==> config.mk <==
export PLATFORM = sky130hd
export DESIGN_NAME = counter_down_timer
export DESIGN_NICKNAME = d
export VERILOG_FILES = /design/src/rtl/counter_down_timer.sv
export SDC_FILE = /design/constraint.sdc
export NUM_CORES = 1
export LEC_CHECK = 0
export ABC_CLOCK_PERIOD_IN_PS = 3000
export BUFFER_PORTS_ARGS = -buffer_cell sky130_fd_sc_hd__buf_2
export CAP_MARGIN = 5
export CORE_UTILIZATION = 35
export CTS_CLUSTER_SIZE = 28
export DETAILED_ROUTE_END_ITERATION = 6
export GPL_TIMING_DRIVEN = 0
export PLACE_DENSITY = 0.61
export SETUP_SLACK_MARGIN = 0.2
export SLEW_MARGIN = 30
export SYNTH_ARGS = -nofsm -noshare
export SYNTH_HDL_FRONTEND = slang
export SYNTH_SLANG_ARGS = --single-unit
export TNS_END_PERCENT = 20
==> constraint.sdc <==
create_clock -name clk -period 3 [get_ports clk]
set_input_delay 0.3 -clock clk [delete_from_list [all_inputs] [get_ports clk]]
set_output_delay 0.3 -clock clk [all_outputs]
set_load 0.01 [all_outputs]
==> src/rtl/counter_down_timer.sv <==
// ----------------------------------------------------------------------------
// counter_down_timer
//   Loadable down-counter / timer. A start value is loaded, the counter
//   decrements on enabled cycles, and a one-cycle tc pulse marks the edge on
//   which the count reaches zero. In one-shot mode the block then parks in
//   DONE; in periodic mode it reloads the start value on the next enabled
//   edge, giving one tc pulse every (reload value + 1) enabled cycles.
//
// Ports
//   clk          system clock, all state updates on the rising edge
//   clr          asynchronous active-high reset
//   load         synchronous load strobe (wins over en)
//   load_val     start / reload value, unsigned
//   en           count enable
//   auto_reload  1 = periodic, 0 = one-shot; sampled every edge
//   counter      current count value (registered)
//   busy         high while in RUN (registered)
//   tc           terminal-count pulse, one cycle wide (registered)
//   done         high while in DONE (registered)
// ----------------------------------------------------------------------------
module counter_down_timer #(
    parameter int N = 3
) (
    input  logic         clk,
    input  logic         clr,
    input  logic         load,
    input  logic [N-1:0] load_val,
    input  logic         en,
    input  logic         auto_reload,
    output logic [N-1:0] counter,
    output logic         busy,
    output logic         tc,
    output logic         done
);

    typedef enum logic [1:0] {
        IDLE = 2'd0,
        RUN  = 2'd1,
        DONE = 2'd2
    } state_t;

    localparam logic [N-1:0] ONE = {{(N-1){1'b0}}, 1'b1};

    state_t       state;
    logic [N-1:0] reload_reg;

    // busy and done are written alongside state so they stay registered
    // copies of the state decode rather than combinational outputs.
    // NOTE: every register here uses non-blocking assignment so all updates
    // in this block see the pre-edge values of counter/state.
    always_ff @(posedge clk or posedge clr) begin
        if (clr) begin
            state      <= IDLE;
            counter    <= '0;
            reload_reg <= '0;
            busy       <= 1'b0;
            tc         <= 1'b0;
            done       <= 1'b0;
        end else begin
            // tc is a pulse: only the 1 -> 0 decrement edge raises it.
            tc <= 1'b0;

            if (load) begin
                counter    <= load_val;
                reload_reg <= load_val;
                if (load_val != '0) begin
                    state <= RUN;
                    busy  <= 1'b1;
                    done  <= 1'b0;
                end else begin
                    // A zero load has nothing to count: finish without tc.
                    state <= DONE;
                    busy  <= 1'b0;
                    done  <= 1'b1;
                end
            end else if (state == RUN && en) begin
                if (counter > ONE) begin
                    counter <= counter - ONE;
                end else if (counter == ONE) begin
                    counter <= '0;
                    tc      <= 1'b1;
                    if (!auto_reload) begin
                        state <= DONE;
                        busy  <= 1'b0;
                        done  <= 1'b1;
                    end
                end else if (auto_reload) begin
                    // Zero in RUN only happens in periodic mode: the extra
                    // enabled cycle spent at zero makes the period reload+1.
                    counter <= reload_reg;
                end else begin
                    // Periodic mode was abandoned while sitting at zero.
                    state <= DONE;
                    busy  <= 1'b0;
                    done  <= 1'b1;
                end
            end
            // IDLE, DONE, and RUN with en=0 hold everything except tc.
        end
    end

endmodule

==> run_results.csv <==
group,metric,value,unit
timing,setup_viol,0,
min_path,hp-class,"in -> reg",
global_routing,grtUsageTotal,17.2,%
global_routing,gr-total-overflow,0,
synth,yosysMostFrequentCell,"dfrtp_1",
detailed_routing,vias,421,
synth,yosys-top-cells-count,"dfrtp_1, inv_1, o21ai_0",
synth,synth-simple-area-share,18.2,%
detailed_routing,drtPass1Iterations,5,
cts,cts_tree,"yes",
global_routing,antenna_found_initial,0,
floorplan,start_util,38.6,%
synth,synth_nets,59,
detailed_routing,met2WireLength,428,um
cts,cts_root_buffer,"clkbuf_4",
synth,synth-seq-cells,9,
setup_path,worstPathRequired,3130,ps
timing,finalCriticalPeriod,1670,ps
cts,holdBufCountCts,1,
pwr,power.density,490,nW/um^2
synth,yosysTopAreaCell,"dfrtp_1",
cts,clk_latency,260,ps
final_layout,n_antenna_cell,0,
synth,synth.yosys.seq_area_share,43.7,%
timing,fin_crit_sh,55.6,%
synth,synthArstFlopShare,100,%
synth,synthMuxAreaShare,2.18,%
synth,synth_warnings,0,
detailed_routing,viasPerCell,5.13,
floorplan,rows,13,
floorplan,die_w,40.4,um
pwr,p_leak,0.297,nW
cts,clkSinkCount,9,
setup_path,path_class,"reg -> reg",
global_routing,grt_pass1_vias,398,
floorplan,core_area,1330,um^2
timing,slew_violations,0,
synth,netlist_area,515,um^2
final_layout,n_fill_cell,133,
cts,cts.htree.levels,1,
run,maxCapViolations,0,
cts,clockBufferDepth,2,
placed_design,dp_hpwl,744,um
synth,synth.avg_cell_area,10.5,um^2
setup_path,end_kind,"flip-flop",
global_routing,grt_start_max_net_pins,11,
setup_path,arrival,1790,ps
synth,synth-xor-area-share,0,%
timing,finalClockSkew,1.08,ps
setup_path,path_max_fanout,8,
final_layout,area_growth,23.3,%
synth,synth_top_family_by_area,"compound AO/OA/AOI/OAI gates",
timing,fmax,0.600,GHz
detailed_routing,wl_met3,37,um
detailed_routing,antenna_left,0,
detailed_routing,wl,1000,um
synth,netlist.area_leader.share,43.7,%
timing,slew_headroom,74.1,%
final_layout,post_route_cells_drive_above_1_share,34.3,%
timing,rsz0062_at_grt,"no",
global_routing,grt_pass1_wl,1750,um
detailed_routing,drt_iter0_markers,1,
synth,yosys-top-cells-area,"dfrtp_1, ha_1, a211oi_1",
floorplan,dieHeight,40.4,um
timing,tns,0,ps
cts,cts_resized,0,
pwr,vdd_drop_max,0.000200,V
status,status,"finished clean",
detailed_routing,drc,0,
cts,cts_buffers,3,
final_layout,stdcell_area,636,um^2
floorplan,dieArea,1630,um^2
synth,syn_inst,49,
timing,hold_viol_final,0,
cts,cts_setup_buffers,0,
synth,synth-main-ff-cell,"dfrtp_1",
synth,synth_compound_area_share,23.1,%
detailed_routing,routedWlPerCell,12.2,um
synth,synth_cell_types,28,
placed_design,placed_area,599,um^2
final_layout,finalNetCount,78,
synth,synth_edf_count,0,
placed_design,port_buffers,13,
placed_design,gp_congestion,0.718,
floorplan,io-pin-count,14,
timing,tightestPinTransition,385,ps
setup_path,startpoint_type,"flip-flop",
detailed_routing,drt-met1-wl,529,um
synth,synth_fa_ha_area_share,4.85,%
cts,clk_pin_slew_worst_paths,60,ps
detailed_routing,routed.top_layer,"met4",
critical path, stage by stage, from the launching register on:
cell     delay (ps)
dfrtp_1         460
inv_1           110
ha_1            260
o21ba_2         200
nor4_1          350
o21ai_0         150
routing by layer:
metal  track usage (%)  vias up
met3              3.33        2
met5                 0        -
met1              22.3      194
met2              25.0       10
met4              12.5        0
li1                  -      215
worst paths after layout:
kind / startpoint / to / slack [ps] / cells after the start
setup / recovery: counter[1] / state[0] / 1330 / 5
hold / removal: load_val[0] / counter[0] / 290 / 3
setup reg to reg: counter[1] / state[0] / 1330 / 5
hold reg to reg: reload_reg[1] / reload_reg[1] / 520 / 2
max in group asynchronous: clr / counter[0] / 2190 / 3
min in group asynchronous: clr / tc / 550 / 3
per-stage QoR:
stage | setup WS [ps] | util (%) | hold slack [ps] | cells | power [mW]
2_1_floorplan | 1490 | - | 128 | 49 | 0.197
3_3_place_gp | 1370 | 44.9 | 275 | 77 | 0.220
3_5_place_dp | 1340 | 44.9 | 285 | 77 | 0.221
4_1_cts | 1330 | 47.7 | 274 | 82 | 0.319
5_1_grt | 1120 | 47.7 | 295 | 82 | 0.339
6_report | 1330 | 47.7 | 290 | 82 | 0.311
cell families (layout without fill, tap and decap cells):
group | Yosys count | count (layout)
flip-flops | 9 | 9
adder cells (fa/ha/maj) | 2 | 2
buffers and inverters | 9 | 27
multiplexers | 1 | 1
AO/OA/AOI/OAI | 16 | 16
AND/OR/NAND/NOR | 12 | 12
placed cells by master, fill, tap and decap left out, drive strengths merged:
cell type and count:
dlygate4sd3 1, dfrtp 9, inv 7, clkbuf 5
ha 2, nand2 3, or2b 1, o21a 1
o21ai 5, o31a 1, nor4b 1, nor2 1
mux2 1, a211oi 3, o311ai 1, a2111oi 1
nand4bb 1, o31ai 1, nand3b 2, o21ba 1
a21oi 1, buf 14, nor4 2, nand3 1
o22ai 1
layout make-up:
type / count / area [um^2] / share of cell area (%)
Multi-Input combinational cell: 31 / 249 / 39.2
Sequential cell: 9 / 225 / 35.4
Timing Repair Buffer: 14 / 75.1 / 11.8
Clock buffer: 4 / 26.3 / 4.13
Inverter: 7 / 26.3 / 4.13
Tap cell: 15 / 18.8 / 2.95
Buffer: 2 / 15.0 / 2.36
where the power goes:
part	internal (mW)	total (mW)	switching, mW
Clock	0.0512	0.0918	0.0406
Sequential	0.133	0.145	0.0128
Combinational	0.0366	0.0743	0.0377
Total	0.220	0.311	0.0911
(Power assumes the default switching activity.)
